### config.mk
export PLATFORM = sky130hd
export DESIGN_NAME = shift_add_multiplier_flat
export DESIGN_NICKNAME = d
export VERILOG_FILES = /design/src/rtl/shift_add_multiplier_pkg.sv /design/src/rtl/shift_add_multiplier_if.sv /design/src/rtl/shift_add_multiplier_rca.sv /design/src/rtl/shift_add_multiplier.sv /design/src/flat_wrapper.sv
export SDC_FILE = /design/constraint.sdc
export NUM_CORES = 1
export LEC_CHECK = 0
export CAP_MARGIN = 0
export CORE_UTILIZATION = 50
export DETAILED_ROUTE_END_ITERATION = 7
export PLACE_DENSITY = 0.73
export SYNTH_ARGS = -nofsm -noshare
export SYNTH_HDL_FRONTEND = slang
export SYNTH_SLANG_ARGS = --single-unit
export TNS_END_PERCENT = 10
### constraint.sdc
create_clock -name clk -period 5.43 [get_ports clk]
set_input_delay 0.8145 -clock clk [delete_from_list [all_inputs] [get_ports clk]]
set_output_delay 0.8145 -clock clk [all_outputs]
set_load 0.01 [all_outputs]
### src/rtl/shift_add_multiplier_pkg.sv
// Shared state encoding and counter sizing for the shift-add multiplier.
// Imported by the multiplier top; no logic of its own.
package mul_pkg;

  localparam logic [1:0] S_IDLE = 2'd0;
  localparam logic [1:0] S_BUSY = 2'd1;
  localparam logic [1:0] S_DONE = 2'd2;

  function automatic int CNT_W(input int n);
    return $clog2(n + 1);
  endfunction

endpackage

### src/rtl/shift_add_multiplier_if.sv
// Request/result bundle between the upstream issuer and the multiplier.
// master = issuer side, slave = multiplier side.
interface shift_add_multiplier_if #(
  parameter int bw = 4
);
  logic            start;
  logic [bw:1]     A;
  logic [bw:1]     B;
  logic            busy;
  logic            done;
  logic [2*bw:1]   product;

  modport master (
    output start, A, B,
    input  busy, done, product
  );

  modport slave (
    input  start, A, B,
    output busy, done, product
  );
endinterface

### src/rtl/shift_add_multiplier_rca.sv
// Plain ripple-carry adder feeding the multiplier accumulation stage.
// Carry chain is explicit so each bit is one full adder.
module ripple_carry_adder #(
  parameter int bw = 4
) (
  input  logic [bw:1] a_i,
  input  logic [bw:1] b_i,
  input  logic        cin_i,
  output logic [bw:1] sum_o,
  output logic        cout_o
);

  logic [bw+1:1] c;

  assign c[1] = cin_i;

  for (genvar i = 1; i <= bw; i++) begin : g_fa
    assign sum_o[i] = a_i[i] ^ b_i[i] ^ c[i];
    assign c[i+1]   = (a_i[i] & b_i[i]) |
                      (c[i] & (a_i[i] ^ b_i[i]));
  end

  assign cout_o = c[bw+1];

endmodule

### src/rtl/shift_add_multiplier.sv
// Sequential unsigned bw x bw shift-add multiplier, one iteration per clock.
// Optional MUL_EARLY_TERM_EN ends BUSY once the remaining multiplier bits are zero.
module shift_add_multiplier
  import mul_pkg::*;
#(
  parameter int bw = 4
) (
  input  logic                  clk,
  input  logic                  rst_n,
  shift_add_multiplier_if.slave bus
);

  localparam int CW = CNT_W(bw);
  localparam logic [CW-1:0] LAST = CW'(bw - 1);

  logic [1:0]    state_q, state_d;
  logic [bw:1]   m_q, m_d;
  logic [bw:1]   q_q, q_d;
  logic [bw:1]   acc_q, acc_d;
  logic [CW-1:0] cnt_q, cnt_d;
  logic [2*bw:1] prod_q, prod_d;

  logic [bw:1]   addend;
  logic [bw:1]   sum;
  logic          cout;
  logic [bw:1]   acc_n;
  logic [bw:1]   q_n;
  logic          fin;
  logic [2*bw:1] res;

  assign addend = q_q[1] ? m_q : '0;

  ripple_carry_adder #(.bw(bw)) u_add (
    .a_i    (acc_q),
    .b_i    (addend),
    .cin_i  (1'b0),
    .sum_o  (sum),
    .cout_o (cout)
  );

  // {c,s,Q} >> 1 with the vacated top bit dropped
  assign {acc_n, q_n} = {cout, sum, q_q[bw:2]};

`ifdef MUL_EARLY_TERM_EN
  logic [CW-1:0] rem;
  logic [bw:1]   mask;

  assign rem  = LAST - cnt_q;
  assign mask = (bw'(1) << rem) - bw'(1);
  assign fin  = ((q_n & mask) == '0);
  assign res  = {acc_n, q_n} >> rem;
`else
  assign fin  = (cnt_q == LAST);
  assign res  = {acc_n, q_n};
`endif

  always_comb begin
    state_d = state_q;
    m_d     = m_q;
    q_d     = q_q;
    acc_d   = acc_q;
    cnt_d   = cnt_q;
    prod_d  = prod_q;
    case (state_q)
      S_BUSY: begin
        acc_d = acc_n;
        q_d   = q_n;
        cnt_d = cnt_q + CW'(1);
        if (fin) begin
          prod_d  = res;
          state_d = S_DONE;
        end
      end
      default: begin
        if (bus.start) begin
          state_d = S_BUSY;
          m_d     = bus.A;
          q_d     = bus.B;
          acc_d   = '0;
          cnt_d   = '0;
        end else begin
          state_d = S_IDLE;
        end
      end
    endcase
  end

  always_ff @(posedge clk or negedge rst_n) begin
    if (!rst_n) begin
      state_q <= S_IDLE;
      m_q     <= '0;
      q_q     <= '0;
      acc_q   <= '0;
      cnt_q   <= '0;
      prod_q  <= '0;
    end else begin
      state_q <= state_d;
      m_q     <= m_d;
      q_q     <= q_d;
      acc_q   <= acc_d;
      cnt_q   <= cnt_d;
      prod_q  <= prod_d;
    end
  end

  assign bus.busy    = (state_q == S_BUSY);
  assign bus.done    = (state_q == S_DONE);
  assign bus.product = prod_q;

endmodule

### src/flat_wrapper.sv
// flat-port wrapper written by rule: the top's interface ports become plain ports
module shift_add_multiplier_flat import mul_pkg::*;
#(
  parameter int bw = 4
)
  (clk, rst_n, bus_start, bus_A, bus_B, bus_busy, bus_done, bus_product);
  shift_add_multiplier_if #(.bw(bw)) bus_i ();
  input  logic clk;
  input  logic rst_n;
  input wire logic [$bits(bus_i.start)-1:0] bus_start;
  input wire logic [$bits(bus_i.A)-1:0] bus_A;
  input wire logic [$bits(bus_i.B)-1:0] bus_B;
  output wire logic [$bits(bus_i.busy)-1:0] bus_busy;
  output wire logic [$bits(bus_i.done)-1:0] bus_done;
  output wire logic [$bits(bus_i.product)-1:0] bus_product;
  assign bus_i.start = bus_start;
  assign bus_i.A = bus_A;
  assign bus_i.B = bus_B;
  assign bus_busy = bus_i.busy;
  assign bus_done = bus_i.done;
  assign bus_product = bus_i.product;
  shift_add_multiplier #(.bw(bw)) u_core (.clk(clk), .rst_n(rst_n), .bus(bus_i));
endmodule
==> summary.md, run 1 <==
| Metric | Value |
|---|---|
| Nets | `roughly 130` |
| Post-CTS Hold Fix Bufs | `0` |
| # diodes | `0` |
| Die Span Y | `50.17 um` |
| P per Cell Area | `~490 nW/um2` |
| #FFs+latches synth | `25` |
| Drt total wl | `1.867 mm` |
| Setup violators final | `0` |
| Syn Nets | `about 110` |
| CP startpoint kind | `register` |
| Core area | `~2200 um2` |
| Count of input and output buffers | `20` |
| GRT overflow | `0` |
| Initial antenna violation count | `0` |
| Maximum VDD drop | `281.6 uV` |
| Total CTS buffers | `3` |
| DR WL/cell | `~13 um` |
| Status | `complete, no violations` |
| CTS H-tree lvls | `1` |
| Max-slew violations | `0` |
| RSZ-0062 raised after global routing | `no` |
| DIE AREA | `around 2500 um2` |
| Largest net degree at the start of global routing | `26` |
| Total power | `around 680 uW` |
| Post-CTS Setup Bufs | `0` |
| Crit path arrival time | `1.81 ns` |
| Register area share after synthesis | `between 50% and 60%` |
| Synth Area per Inst | `around 12 um2` |
| Clk_skew | `0.006681 ns` |
| GPL Wtd Cong | `between 0.7 and 0.8` |
| Minimum clock period | `between 2 and 3 ns` |
| Synthesis-to-layout area growth | `19.53%` |
| Hold/Removal Path Class | `register to register` |
| Crit path capture type | `output pin` |
| I/O pin count | `21` |
| Die W | `~50 um` |
| Worst-path clk slew | `~0.13 ns` |
| Setup TNS | `0 ns` |
| Vias in the first global route | `between 700 and 800` |
| Clk sink count | `25` |
| DRC viols | `0` |
| Post-DRT Antenna Nets | `0` |
| Drt first-iter violations | `19` |
| Final Cycle Share | `between 40% and 50%` |
| DRT Pass-1 Iters | `2` |
| Leakage | `roughly 0.63 nW` |
| Yosys warnings | `0` |
| Fmax | `~380 MHz` |
| Worst-Skew Late Latency | `roughly 0.31 ns` |
| Final hold vios | `0` |
| Initial Util | `52.94%` |
| Root Buffer | `clkbuf_4` |
| First-pass GRT wire length | `approximately 3.2 mm` |
| Critical Path Fanout Max | `15` |
| # fillers | `about 180` |
| Maxcap violations | `0` |
| Layout cell share with drive strength beyond 1 | `roughly an eighth` |
| Row cnt | `17` |
| Worst EP required | `around 4.6 ns` |
| Synth unique cells | `21` |
| Dpl hpwl | `between 1 and 1.5 mm` |
| WS Path Type | `register to output pin` |
| Worst-Margin Slew | `between 1 and 1.5 ns` |
| Cells after synthesis | `95` |
| Slew margin rel. | `roughly 27%` |
| GRT Util Overall | `~17%` |
| CTS tree | `yes` |
| Commonest non-fill, non-tap cell in the layout | `dfrtp_1` |
| Vias per cell | `5.098` |
| Post_cts resized | `0` |
| DR vias | `729` |
| CTS max path bufs | `2` |
| Commonest cells after routing, fill and taps aside | `dfrtp_1, clkdlybuf4s50_1, o21ai_0, nand2_1, inv_1` |
| Mapped cell area | `around 1200 um2` |
-- sequential cells by signal, indices dropped and copies added, names as in the netlist --
register / count
u_core.q_q: 4
u_core.cnt_q: 3
u_core.m_q: 4
u_core.state_q: 2
u_core.bus.product: 8
u_core.acc_q: 4
-- layer usage --
| layer | track usage [%] | vias up | wire length [um] |
|---|---|---|---|
| met5 | 0 | - | 0 |
| met4 | 8.571 | 0 | 13 |
| met3 | 2.727 | 2 | 47 |
| met2 | 28.89 | 11 | 906 |
| met1 | 21.47 | 361 | 900 |
| li1 | - | 355 | - |
-- critical path, cell delays in order, from the launching register on --
cell and delay, ns:
dfrtp_1 0.41, nand2b_2 0.29, inv_2 0.22, clkdlybuf4s50_1 0.57
-- cell type report --
class	instances	area, um2	share of cell area, %
multi-input cells	59	473.0	34.12
clock buffers	4	26.28	1.895
inverters	7	26.28	1.895
flip-flops and latches	25	625.6	45.13
well taps	28	35.03	2.527
repair buffers	20	200.2	14.44
-- synth_stat cells --
| master | n | area (um2) |
|---|---|---|
| dfrtp_1 | 25 | 625.6 |
| o21ai_0 | 14 | 70.07 |
| nand2_1 | 13 | 48.80 |
| inv_1 | 6 | 22.52 |
| mux2_4 | 5 | 75.07 |
| mux2i_1 | 4 | 40.04 |
| or3_1 | 4 | 25.02 |
| fa_1 | 3 | 60.06 |
| ha_1 | 3 | 37.54 |
| mux2_2 | 3 | 33.78 |
| nand3b_1 | 3 | 22.52 |
| buf_6 | 2 | 22.52 |
| nor2_1 | 2 | 7.510 |
| and2_1 | 1 | 6.260 |
| buf_2 | 1 | 5.000 |
| buf_4 | 1 | 7.510 |
| inv_2 | 1 | 3.750 |
| nand2_4 | 1 | 11.26 |
| nand2b_2 | 1 | 8.760 |
| nand3b_4 | 1 | 20.02 |
| nor2b_1 | 1 | 6.260 |
-- kinds of logic (layout without fill, tap and decap cells) --
family,Yosys count,count (layout),synth area share [%]
adders and majority gates,6,6,8.415
muxes,12,12,12.84
and+or+nand+nor,27,27,13.49
buffers and inverters,11,31,5.285
AOI/OAI and AO/OA,14,14,6.041
DFF,25,25,53.94
-- worst paths after layout --
path | start | to | slack, ns | cells past startpoint
max reg2reg | u_core.q_q[1] | u_core.acc_q[3] | 3.20 | 7
max in group asynchronous | rst_n | u_core.bus.product[7] | 3.71 | 1
min | u_core.bus.product[7] | u_core.bus.product[7] | 0.50 | 2
max | u_core.state_q[1] | bus_busy | 2.81 | 3
min in group asynchronous | rst_n | u_core.q_q[4] | 1.07 | 1
min reg2reg | u_core.bus.product[7] | u_core.bus.product[7] | 0.50 | 2
-- power breakdown --
part           switching, mW  internal, mW  total, mW
registers             0.0448         0.261      0.306
clock network         0.0536        0.0287     0.0822
logic                  0.138         0.151      0.289
total                  0.236         0.441      0.678
-- metrics by stage --
stage	instance area, um2	utilization [%]	hold WS [ns]	instances	worst slack (ns)
after detailed placement	1360	62.08	0.4737	139	3.167
after global placement	1360	62.08	0.4633	139	3.209
after floorplan	1160	-	0.4640	95	3.340
final	1386	63.28	0.4967	143	2.805
after global routing	1386	63.28	0.5405	143	2.708
after CTS	1386	63.28	0.5031	143	2.792
(Power assumes the default switching activity.)
==> run 2: changes to the inputs <==
--- a/config.mk
+++ b/config.mk
@@ -6,9 +6,9 @@
 export NUM_CORES = 1
 export LEC_CHECK = 0
 export CAP_MARGIN = 0
-export CORE_UTILIZATION = 50
+export CORE_UTILIZATION = 46
 export DETAILED_ROUTE_END_ITERATION = 7
-export PLACE_DENSITY = 0.73
+export PLACE_DENSITY = 0.7
 export SYNTH_ARGS = -nofsm -noshare
 export SYNTH_HDL_FRONTEND = slang
 export SYNTH_SLANG_ARGS = --single-unit
==> constraint.sdc (replaced) <==
create_clock -name clk -period 2.2 [get_ports clk]
set_input_delay 0.33 -clock clk [delete_from_list [all_inputs] [get_ports clk]]
set_output_delay 0.33 -clock clk [all_outputs]
set_load 0.01 [all_outputs]
==> summary.md, run 2 (same netlist as run 1, synthesis figures left out) <==
| Metric | Value |
|---|---|
| Final hold vios | `0 (unchanged)` |
| Final Cycle Share | `96.26%` |
| GRT overflow | `0 (unchanged)` |
| Met3 GRT Util | `3.478% (was 2.727%)` |
| CTS H-tree lvls | `1 (unchanged)` |
| Post-CTS Hold Fix Bufs | `0 (unchanged)` |
| P per Cell Area | `1217 nW/um2 (was 488.9 nW/um2)` |
| RR Endpoint | `u_core.acc_q[3] (unchanged)` |
| Max FFs per register | `8 (unchanged)` |
| # diodes | `0 (unchanged)` |
| Layout cell share with drive strength beyond 1 | `16.95% (was 13.04%)` |
| RSZ-0062 raised after global routing | `yes (was no)` |
| CP max-delay cell | `fa_1 (was clkdlybuf4s50_1)` |
| Post-DRT Antenna Nets | `0 (unchanged)` |
| GR Util met1 | `21.77% (was 21.47%)` |
| DRT Pass-1 Iters | `3 (was 2)` |
| Status | `complete, no violations (unchanged)` |
| Nets | `136 (was 133)` |
| Hold/Removal Path Class | `input pin to asynchronous set/reset pin (was register to register)` |
| Post-Place Cells | `141 (was 139)` |
| I/O pin count | `21 (unchanged)` |
| Vias in the first global route | `748 (was 744)` |
| Die W | `52.22 um (was 50.17 um)` |
| Fmax | `between 400 and 500 MHz` |
| Fin cells | `146 (was 143)` |
| Clk pwr share | `11.2% (was 12.1%)` |
| Dpl hpwl | `1.403 mm (was 1.395 mm)` |
| Crit path capture type | `register (was output pin)` |
| Maxcap violations | `0 (unchanged)` |
| Root Buffer | `clkbuf_4 (unchanged)` |
| DIE AREA | `2726 um2 (was 2517 um2)` |
| Clk sink count | `25 (unchanged)` |
| Maximum VDD drop | `613.6 uV (was 281.6 uV)` |
| Clk_skew | `0.009538 ns (was 0.006681 ns)` |
| Largest delay share family, worst path | `adder cells (was buffers and inverters)` |
| DR vias | `742 (was 729)` |
| Vias per cell | `5.082 (was 5.098)` |
| Largest net degree at the start of global routing | `26 (unchanged)` |
| Commonest cells after routing, fill and taps aside | `dfrtp_1, clkdlybuf4s50_1, nand2_1, o21ai_0, inv_1 (was dfrtp_1, clkdlybuf4s50_1, o21ai_0, nand2_1, inv_1)` |
| Count of input and output buffers | `20 (unchanged)` |
| Worst R2R Start | `u_core.m_q[1] (was u_core.q_q[1])` |
| DR WL/cell | `13.56 um (was 13.06 um)` |
| Drt first-iter violations | `13 (was 19)` |
| Crit-path max cell delay | `0.52 ns (was 0.57 ns)` |
| R2R Setup Slk | `0.08 ns (was 3.20 ns)` |
| Final hold slack | `0.3614 ns (was 0.4967 ns)` |
| Comb power frac | `45.2% (was 42.7%)` |
| CTS tree | `yes (unchanged)` |
| Minimum clock period | `roughly 2.1 ns` |
| Leakage | `0.6521 nW (was 0.6307 nW)` |
| Cell mode on critical path | `fa_1` |
| CP bufs+invs | `1 (was 2)` |
| DRC viols | `0 (unchanged)` |
| Initial Util | `50.49% (was 52.94%)` |
| Setup violators final | `0 (unchanged)` |
| Worst-Skew Late Latency | `0.31 ns (about the same)` |
| Crit-path cells | `and2_1, ha_1, inv_1, fa_1, fa_2, fa_1, o21ai_1 (was nand2b_2, inv_2, clkdlybuf4s50_1)` |
| Met2 Resource Use GR | `30.77% (was 28.89%)` |
| Final WS setup | `0.08229 ns (was 2.805 ns)` |
| First-pass GRT wire length | `3.394 mm (was 3.180 mm)` |
| Core area | `2297 um2 (was 2191 um2)` |
| Pint | `1.122 mW (was 441.2 uW)` |
| GRT Util Overall | `17.92% (was 17.23%)` |
| Total CTS buffers | `3 (unchanged)` |
| Most Used Layer, Global Route | `met2 (unchanged)` |
| # fillers | `200 (was 183)` |
| Drt total wl | `1.980 mm (was 1.867 mm)` |
| Critical Path Fanout Max | `2 (was 15)` |
| Seq pwr share | `43.6% (was 45.2%)` |
| CP startpoint kind | `register (unchanged)` |
| Commonest non-fill, non-tap cell in the layout | `dfrtp_1 (unchanged)` |
| Sw frac | `35.19% (was 34.89%)` |
| GPL Wtd Cong | `0.7345 (was 0.7372)` |
| WS Path Type | `register to register (was register to output pin)` |
| Max-slew violations | `0 (unchanged)` |
| Worst-Margin Slew | `0.5986 ns (was 1.088 ns)` |
| Psw | `609.3 uW (was 236.5 uW)` |
| Initial antenna violation count | `0 (unchanged)` |
| Row cnt | `17 (unchanged)` |
| R2R depth | `7 (unchanged)` |
| Crit path arrival time | `2.32 ns (was 1.81 ns)` |
| Synthesis-to-layout area growth | `22.65% (was 19.53%)` |
| Place WS | `0.08662 ns (was 3.167 ns)` |
| Final Util | `61.93% (was 63.28%)` |
| Die Span Y | `52.22 um (was 50.17 um)` |
| Worst EP required | `2.40 ns (was 4.62 ns)` |
| CTS max path bufs | `2 (unchanged)` |
| Worst-path clk slew | `0.13 ns (about the same)` |
| Slew margin rel. | `59.97% (was 27.21%)` |
run 2: layout make-up:
cell class                      instances  area, um2  share of cell area, %
Timing Repair Buffer                   23      222.7                  15.66
Multi-Input combinational cell         59      480.5                  33.77
Tap cell                               28      35.03                  2.463
Clock inverter                          1      5.005                 0.3518
Inverter                                7      31.28                  2.199
Sequential cell                        25      625.6                  43.98
Clock buffer                            3      22.52                  1.583
run 2: worst max path at each step:
stage,depth (start not counted),to,slack (ns),from
after floorplan,7,u_core.acc_q[3],0.11,u_core.q_q[1]
after global placement,7,u_core.acc_q[3],0.14,u_core.m_q[1]
after detailed placement,7,u_core.acc_q[3],0.09,u_core.m_q[1]
after CTS,7,u_core.acc_q[3],0.008,u_core.m_q[1]
after global routing,7,u_core.acc_q[3],-0.01,u_core.m_q[1]
final,7,u_core.acc_q[3],0.08,u_core.m_q[1]
run 2: layer usage:
metal  vias up  wire length [um]
met2        15               963
met5         -                 0
met4         0                30
li1        365                 -
met3         4                56
met1       358               929
run 2: stage by stage:
step | area, um2 | total power [mW] | TNS, ns
2_1_floorplan | 1160 | 1.256 | 0
3_3_place_gp | 1375 | 1.468 | 0
3_5_place_dp | 1375 | 1.508 | 0
4_1_cts | 1405 | 1.720 | 0
5_1_grt | 1423 | 1.886 | -0.01423
6_report | 1423 | 1.731 | 0
run 2: what timing repair did:
| action | in CTS | in global routing |
|---|---|---|
| gates cloned | 0 | 0 |
| buffers inserted | 0 | 1 |
| endpoints found under the setup margin | 1 | 5 |
| resized for setup | 1 | 6 |
| pin swaps | 0 | 0 |
run 2: power by group through the flow:
stage | clock network, mW | registers, mW | logic, mW
6_report | 0.194 | 0.755 | 0.782
4_1_cts | 0.208 | 0.753 | 0.759
3_3_place_gp | 0 | 0.748 | 0.719
5_1_grt | 0.228 | 0.776 | 0.883
3_5_place_dp | 0 | 0.762 | 0.745
2_1_floorplan | 0 | 0.764 | 0.492
==> run 3: changes to the inputs <==
--- a/config.mk
+++ b/config.mk
@@ -6,9 +6,9 @@
 export NUM_CORES = 1
 export LEC_CHECK = 0
 export CAP_MARGIN = 0
-export CORE_UTILIZATION = 46
+export CORE_UTILIZATION = 45
 export DETAILED_ROUTE_END_ITERATION = 7
-export PLACE_DENSITY = 0.7
+export PLACE_DENSITY = 0.69
 export SYNTH_ARGS = -nofsm -noshare
 export SYNTH_HDL_FRONTEND = slang
 export SYNTH_SLANG_ARGS = --single-unit
==> summary.md, run 3 (same netlist as run 1, synthesis figures left out) <==
| Metric | Value |
|---|---|
| Status | `complete, no violations (unchanged)` |
| Row cnt | `18 (was 17)` |
| Post-Place Cells | `143 (was 141)` |
| GPL Wtd Cong | `0.7109 (was 0.7345)` |
| Met3 GRT Util | `2.609% (was 3.478%)` |
| Worst-Skew Late Latency | `0.31 ns (about the same)` |
| Seq pwr share | `44.2% (was 43.6%)` |
| Max FFs per register | `8 (unchanged)` |
| Maximum VDD drop | `787.0 uV (was 613.6 uV)` |
| Final Cycle Share | `96.49% (was 96.26%)` |
| Commonest non-fill, non-tap cell in the layout | `dfrtp_1 (unchanged)` |
| Crit path arrival time | `2.33 ns (was 2.32 ns)` |
| Setup TNS | `0 ns (unchanged)` |
| DR vias | `741 (was 742)` |
| GRT overflow | `0 (unchanged)` |
| DIE AREA | `2785 um2 (was 2726 um2)` |
| Most Used Layer, Global Route | `met2 (unchanged)` |
| Die Span Y | `52.77 um (was 52.22 um)` |
| Worst-path clk slew | `0.13 ns (about the same)` |
| First-pass GRT wire length | `3.049 mm (was 3.394 mm)` |
| Commonest cells after routing, fill and taps aside | `dfrtp_1, clkdlybuf4s50_1, nand2_1, o21ai_0, inv_1 (unchanged)` |
| Post-CTS Hold Fix Bufs | `0 (unchanged)` |
| DR WL/cell | `12.95 um (was 13.56 um)` |
| Max-slew violations | `0 (unchanged)` |
| Initial Util | `47.25% (was 50.49%)` |
| Dpl hpwl | `1.385 mm (was 1.403 mm)` |
| GRT Util Overall | `15.71% (was 17.92%)` |
| Total power | `1.687 mW (was 1.731 mW)` |
| CTS max path bufs | `2 (unchanged)` |
| Synthesis-to-layout area growth | `21.25% (was 22.65%)` |
| DRC viols | `0 (unchanged)` |
| # diodes | `0 (unchanged)` |
| Layout cell share with drive strength beyond 1 | `14.53% (was 16.95%)` |
| Met2 Resource Use GR | `23.42% (was 30.77%)` |
| GR Util met1 | `21.91% (was 21.77%)` |
| Placed instance area | `1378 um2 (was 1375 um2)` |
| Post-DRT Antenna Nets | `0 (unchanged)` |
| Setup violators final | `0 (unchanged)` |
| CP startpoint kind | `register (unchanged)` |
| Hold/Removal Path Class | `input pin to asynchronous set/reset pin (unchanged)` |
| Vias in the first global route | `679 (was 748)` |
| Maxcap violations | `0 (unchanged)` |
| Initial antenna violation count | `0 (unchanged)` |
| Clk_skew | `0.001422 ns (was 0.009538 ns)` |
| Clk sink count | `25 (unchanged)` |
| CTS H-tree lvls | `1 (unchanged)` |
| Comb power frac | `43.8% (was 45.2%)` |
| Worst-Margin Slew | `0.6133 ns (was 0.5986 ns)` |
| Drt total wl | `1.904 mm (was 1.980 mm)` |
| Drt first-iter violations | `3 (was 13)` |
| Total CTS buffers | `3 (unchanged)` |
| Crit path capture type | `register (unchanged)` |
| DRT Pass-1 Iters | `3 (unchanged)` |
| Die W | `52.77 um (was 52.22 um)` |
| Largest net degree at the start of global routing | `26 (unchanged)` |
| Fin cells | `147 (was 146)` |
| I/O pin count | `21 (unchanged)` |
| Critical Path Fanout Max | `2 (unchanged)` |
| Pint | `1.100 mW (was 1.122 mW)` |
| P per Cell Area | `1200 nW/um2 (was 1217 nW/um2)` |
| Minimum clock period | `2.123 ns (was 2.118 ns)` |
| Slew margin rel. | `58.98% (was 59.97%)` |
| Finished Cell Area | `1406 um2 (was 1423 um2)` |
| Count of input and output buffers | `20 (unchanged)` |
| Core area | `2455 um2 (was 2297 um2)` |
| Root Buffer | `clkbuf_4 (unchanged)` |
| Final hold vios | `0 (unchanged)` |
| RSZ-0062 raised after global routing | `no (was yes)` |
| Vias per cell | `5.041 (was 5.082)` |
| WS Path Type | `register to register (unchanged)` |
| Fmax | `471.1 MHz (was 472.2 MHz)` |
| Nets | `135 (was 136)` |
| Worst EP required | `2.41 ns (was 2.40 ns)` |
| Clk pwr share | `12.0% (was 11.2%)` |
| CTS tree | `yes (unchanged)` |
| Leakage | `0.6412 nW (was 0.6521 nW)` |
| Sw frac | `34.77% (was 35.19%)` |
| Psw | `586.6 uW (was 609.3 uW)` |
==> run 3: changes by cell type in the layout (fill, tap and decap cells not counted), sizes merged <==
cell,change
buf,-1
clkbuf,+1
clkinv,-1
==> run 3: cell type report <==
class	instances	area, um2
Clock buffer	4	26.28
Fill cell	230	1049
Inverter	7	28.78
Multi-Input combinational cell	59	473.0
Sequential cell	25	625.6
Tap cell	30	37.54
Timing Repair Buffer	22	215.2
==> run 3: worst paths after layout <==
path | endpoint | from | slack, ns | cells after the start
hold reg to reg | u_core.bus.product[5] | u_core.bus.product[5] | 0.49 | 2
min in group clk | u_core.bus.product[5] | u_core.bus.product[5] | 0.49 | 2
max in group asynchronous | u_core.q_q[4] | rst_n | 1.61 | 2
hold / removal | u_core.cnt_q[2] | rst_n | 0.35 | 2
setup / recovery | u_core.bus.product[7] | u_core.q_q[1] | 0.08 | 7
setup reg to reg | u_core.bus.product[7] | u_core.q_q[1] | 0.08 | 7
==> run 3: worst max-delay path, cell delays in order, from the launching register on <==
cell and delay [ns]:
dfrtp_1 0.37, and2_1 0.12, ha_1 0.13, inv_1 0.04, fa_1 0.37, fa_1 0.39, fa_1 0.51, o21ai_0 0.09
==> run 3: power groups by stage <==
stage	Sequential (mW)	Combinational, mW	Clock (mW)
4_1_cts	0.747	0.745	0.205
5_1_grt	0.771	0.829	0.226
3_5_place_dp	0.757	0.741	0
6_report	0.746	0.738	0.203
2_1_floorplan	0.764	0.492	0
3_3_place_gp	0.747	0.723	0
==> run 3: metrics by stage <==
step | setup slack [ns] | util [%] | hold WS (ns)
after CTS | 0.02024 | 57.19 | 0.3628
after detailed placement | 0.08013 | 56.12 | 0.4725
after global placement | 0.1354 | 56.12 | 0.4639
after floorplan | 0.1103 | - | 0.03441
after global routing | 0.003504 | 57.29 | 0.3768
final | 0.07722 | 57.29 | 0.3544
==> run 3: layer usage <==
metal | part of all wire [%] | wire length [um]
met1 | 49 | 932
met2 | 47 | 890
met3 | 2.6 | 50
met4 | 1.6 | 30
met5 | 0 | 0
==> run 3: what timing repair did <==
action                                  CTS  global route
gates resized for setup                   0             2
setup buffers                             0             0
endpoints found under the setup margin    0             2
==> variant: new RTL, settings of run 3 <==
`m_q`, `q_q` and `prod_q` no longer have a reset.
--- a/src/rtl/shift_add_multiplier.sv
+++ b/src/rtl/shift_add_multiplier.sv
@@ -90,15 +90,15 @@
       state_q <= S_IDLE;
-      m_q     <= '0;
-      q_q     <= '0;
       acc_q   <= '0;
       cnt_q   <= '0;
-      prod_q  <= '0;
     end else begin
       state_q <= state_d;
-      m_q     <= m_d;
-      q_q     <= q_d;
       acc_q   <= acc_d;
       cnt_q   <= cnt_d;
-      prod_q  <= prod_d;
     end
+  end
+
+  always_ff @(posedge clk) begin
+    m_q    <= m_d;
+    q_q    <= q_d;
+    prod_q <= prod_d;
   end
Formal check against the unedited RTL: differs if rst_n is asserted again (counterexample within 10 cycles, from zero or initial values and one cycle with rst_n low); with rst_n held inactive, the same outputs for 10 cycles.
==> variant against run 3 <==
Setup slack better by 23 ps; area after synthesis down 5.4%; non-clock buffer count unchanged; total power grew 2.2%; wire length fell by 18%; maximum frequency up 1.1%; design area fell by 2.8%; critical path type unchanged; first-iteration DRC count up 33%; clock power fell by 3%; die area down 5.2%; sequential cell count unchanged.
==> variant: results (changes against run 3) <==
synth:
  synth_edf_count: 16  # was 0
  async_flop_share: 0.360  # was 1.00
  synth.distinct_cells: 18  # was 21
  yosysSeqAreaShare: 0.643  # was 0.539
  synth_common_cells: "16 x edfxtp_1, 10 x inv_1, 9 x dfrtp_1"  # was 25 x dfrtp_1, 14 x o21ai_0, 13 x nand2_1
  synth-compound-area-share: 0.00456  # was 0.0604
  ys_top_cells_by_area: "edfxtp_1 44%, dfrtp_1 21%, fa_1 5.5%, mux2i_1 5.5%, mux2_4 5.5%"  # was dfrtp_1 54%, mux2_4 6.5%, o21ai_0 6.0%, fa_1 5.2%, nand2_1 4.2%
  syn_nets: 89  # was 112
  synth-main-ff-cell: "edfxtp_1"  # was dfrtp_1
  synthCells: 72  # was 95
  synthAdderAreaFrac: 0.0889  # was 0.0841
  yosys_warnings: 0  # unchanged
  synth_mux_area_frac: 0.120  # was 0.128
routing:
  dr.pass1.iters: 3  # unchanged
  wirelength_mm: 1.56  # was 1.90 mm
  drt_iter0_markers: 4  # was 3
  dr_total_vias: 592  # was 741
  avgViaCountPerCell: 4.74  # was 5.04
clock_tree:
  htreeDepth: 1  # unchanged
  cts.reportedPaths.clkPinSlew_ps: 130  # about the same
  cts_buffer_depth: 2  # unchanged
  cts_setup_buffers: 0  # unchanged
  insertion_delay_ps: 310  # about the same
  cts-root-buf: "clkbuf_4"  # unchanged
  cts.repair.resized: 1  # was 0
placement:
  place_congestion: 0.721  # was 0.711
  pre_cts_ws_ps: 11.3  # was 80.1 ps
  io_buffers: 20  # unchanged
  dp_hpwl_mm: 1.22  # was 1.38 mm
  dp_cells: 121  # was 143
  dpl_cell_area_mm2: 0.00134  # was 0.00138 mm²
hold_path:
  hp-class: "in -> async"  # unchanged
layout:
  final_common_cell: "clkdlybuf4s50_1"  # was dfrtp_1
  drive_gt1_frac: 0.144  # was 0.145
  insertedDiodeCount: 0  # unchanged
  layout.nets: 115  # was 135
critical_path:
  rr_endpoint: "u_core.bus.product[7]"  # unchanged
  r2r-start: "u_core.q_q[1]"  # unchanged
  cp_max_fo: 2  # unchanged
  ff2ff_path_depth: 7  # unchanged
  r2r_slack_ps: 100  # was 80 ps
timing:
  fin_skew_ps: 5.61  # was 1.42 ps
  slew_headroom: 0.715  # was 0.590
  holdWs_ps: 303  # was 354 ps
global_route:
  track_usage: 0.145  # was 0.157
  grt_pass1_wl_mm: 2.63  # was 3.05 mm
  grt_max_degree: 14  # was 26
  antenna_found_initial: 0  # unchanged
  grt_pass1_vias: 561  # was 679
pwr:
  peakVddDrop_mv: 0.722  # was 0.787 mV
  p_leak_uw: 0.000565  # was 0.000641 µW
  sw_frac_of_total: 0.309  # was 0.348
outcome:
  outcome: "complete, no violations"  # unchanged
variant: critical path, cell delays in order, from the launching register on:
cell and delay (ps):
edfxtp_1 360, and2_1 130, ha_1 130, inv_1 40, fa_2 340, fa_2 340
fa_1 510, inv_1 40
variant: kinds of logic (layout without fill, tap and decap cells):
logic type,count (synthesis),count (layout)
AOI/OAI and AO/OA,1,1
adders and majority gates,6,6
buffers and inverters,12,37
DFF,25,25
muxes,11,11
and+or+nand+nor,17,17
variant: power groups by stage:
stage / clock network, µW / registers (µW) / logic, µW
finish: 197 / 815 / 712
global placement: 0 / 817 / 695
CTS: 208 / 816 / 722
global route: 221 / 833 / 802
detailed placement: 0 / 824 / 717
floorplan: 0 / 821 / 486
variant: worst max-delay path by stage:
stage	end	startpoint	slack [ps]	cells after the start
floorplan	u_core.bus.product[7]	u_core.q_q[1]	30	7
global placement	u_core.bus.product[7]	u_core.q_q[1]	50	7
detailed placement	u_core.bus.product[7]	u_core.q_q[1]	10	7
CTS	u_core.bus.product[7]	u_core.q_q[1]	30	7
global route	u_core.bus.product[7]	u_core.q_q[1]	10	7
finish	u_core.bus.product[7]	u_core.q_q[1]	100	7
variant: area by class of cell:
class / count / area, µm²
Clock buffer: 4 / 26.3
Fill cell: 199 / 887
Inverter: 11 / 46.3
Multi-Input combinational cell: 35 / 339
Sequential cell: 25 / 706
Tap cell: 28 / 35.0
Timing Repair Buffer: 22 / 215
variant: routing by layer:
metal | up-vias | track usage | share of wire
met5 | - | 0 | 0
met4 | 0 | 0.0270 | 0.0090
met3 | 2 | 0.0625 | 0.049
met2 | 14 | 0.219 | 0.46
met1 | 287 | 0.195 | 0.48
li1 | 289 | - | -
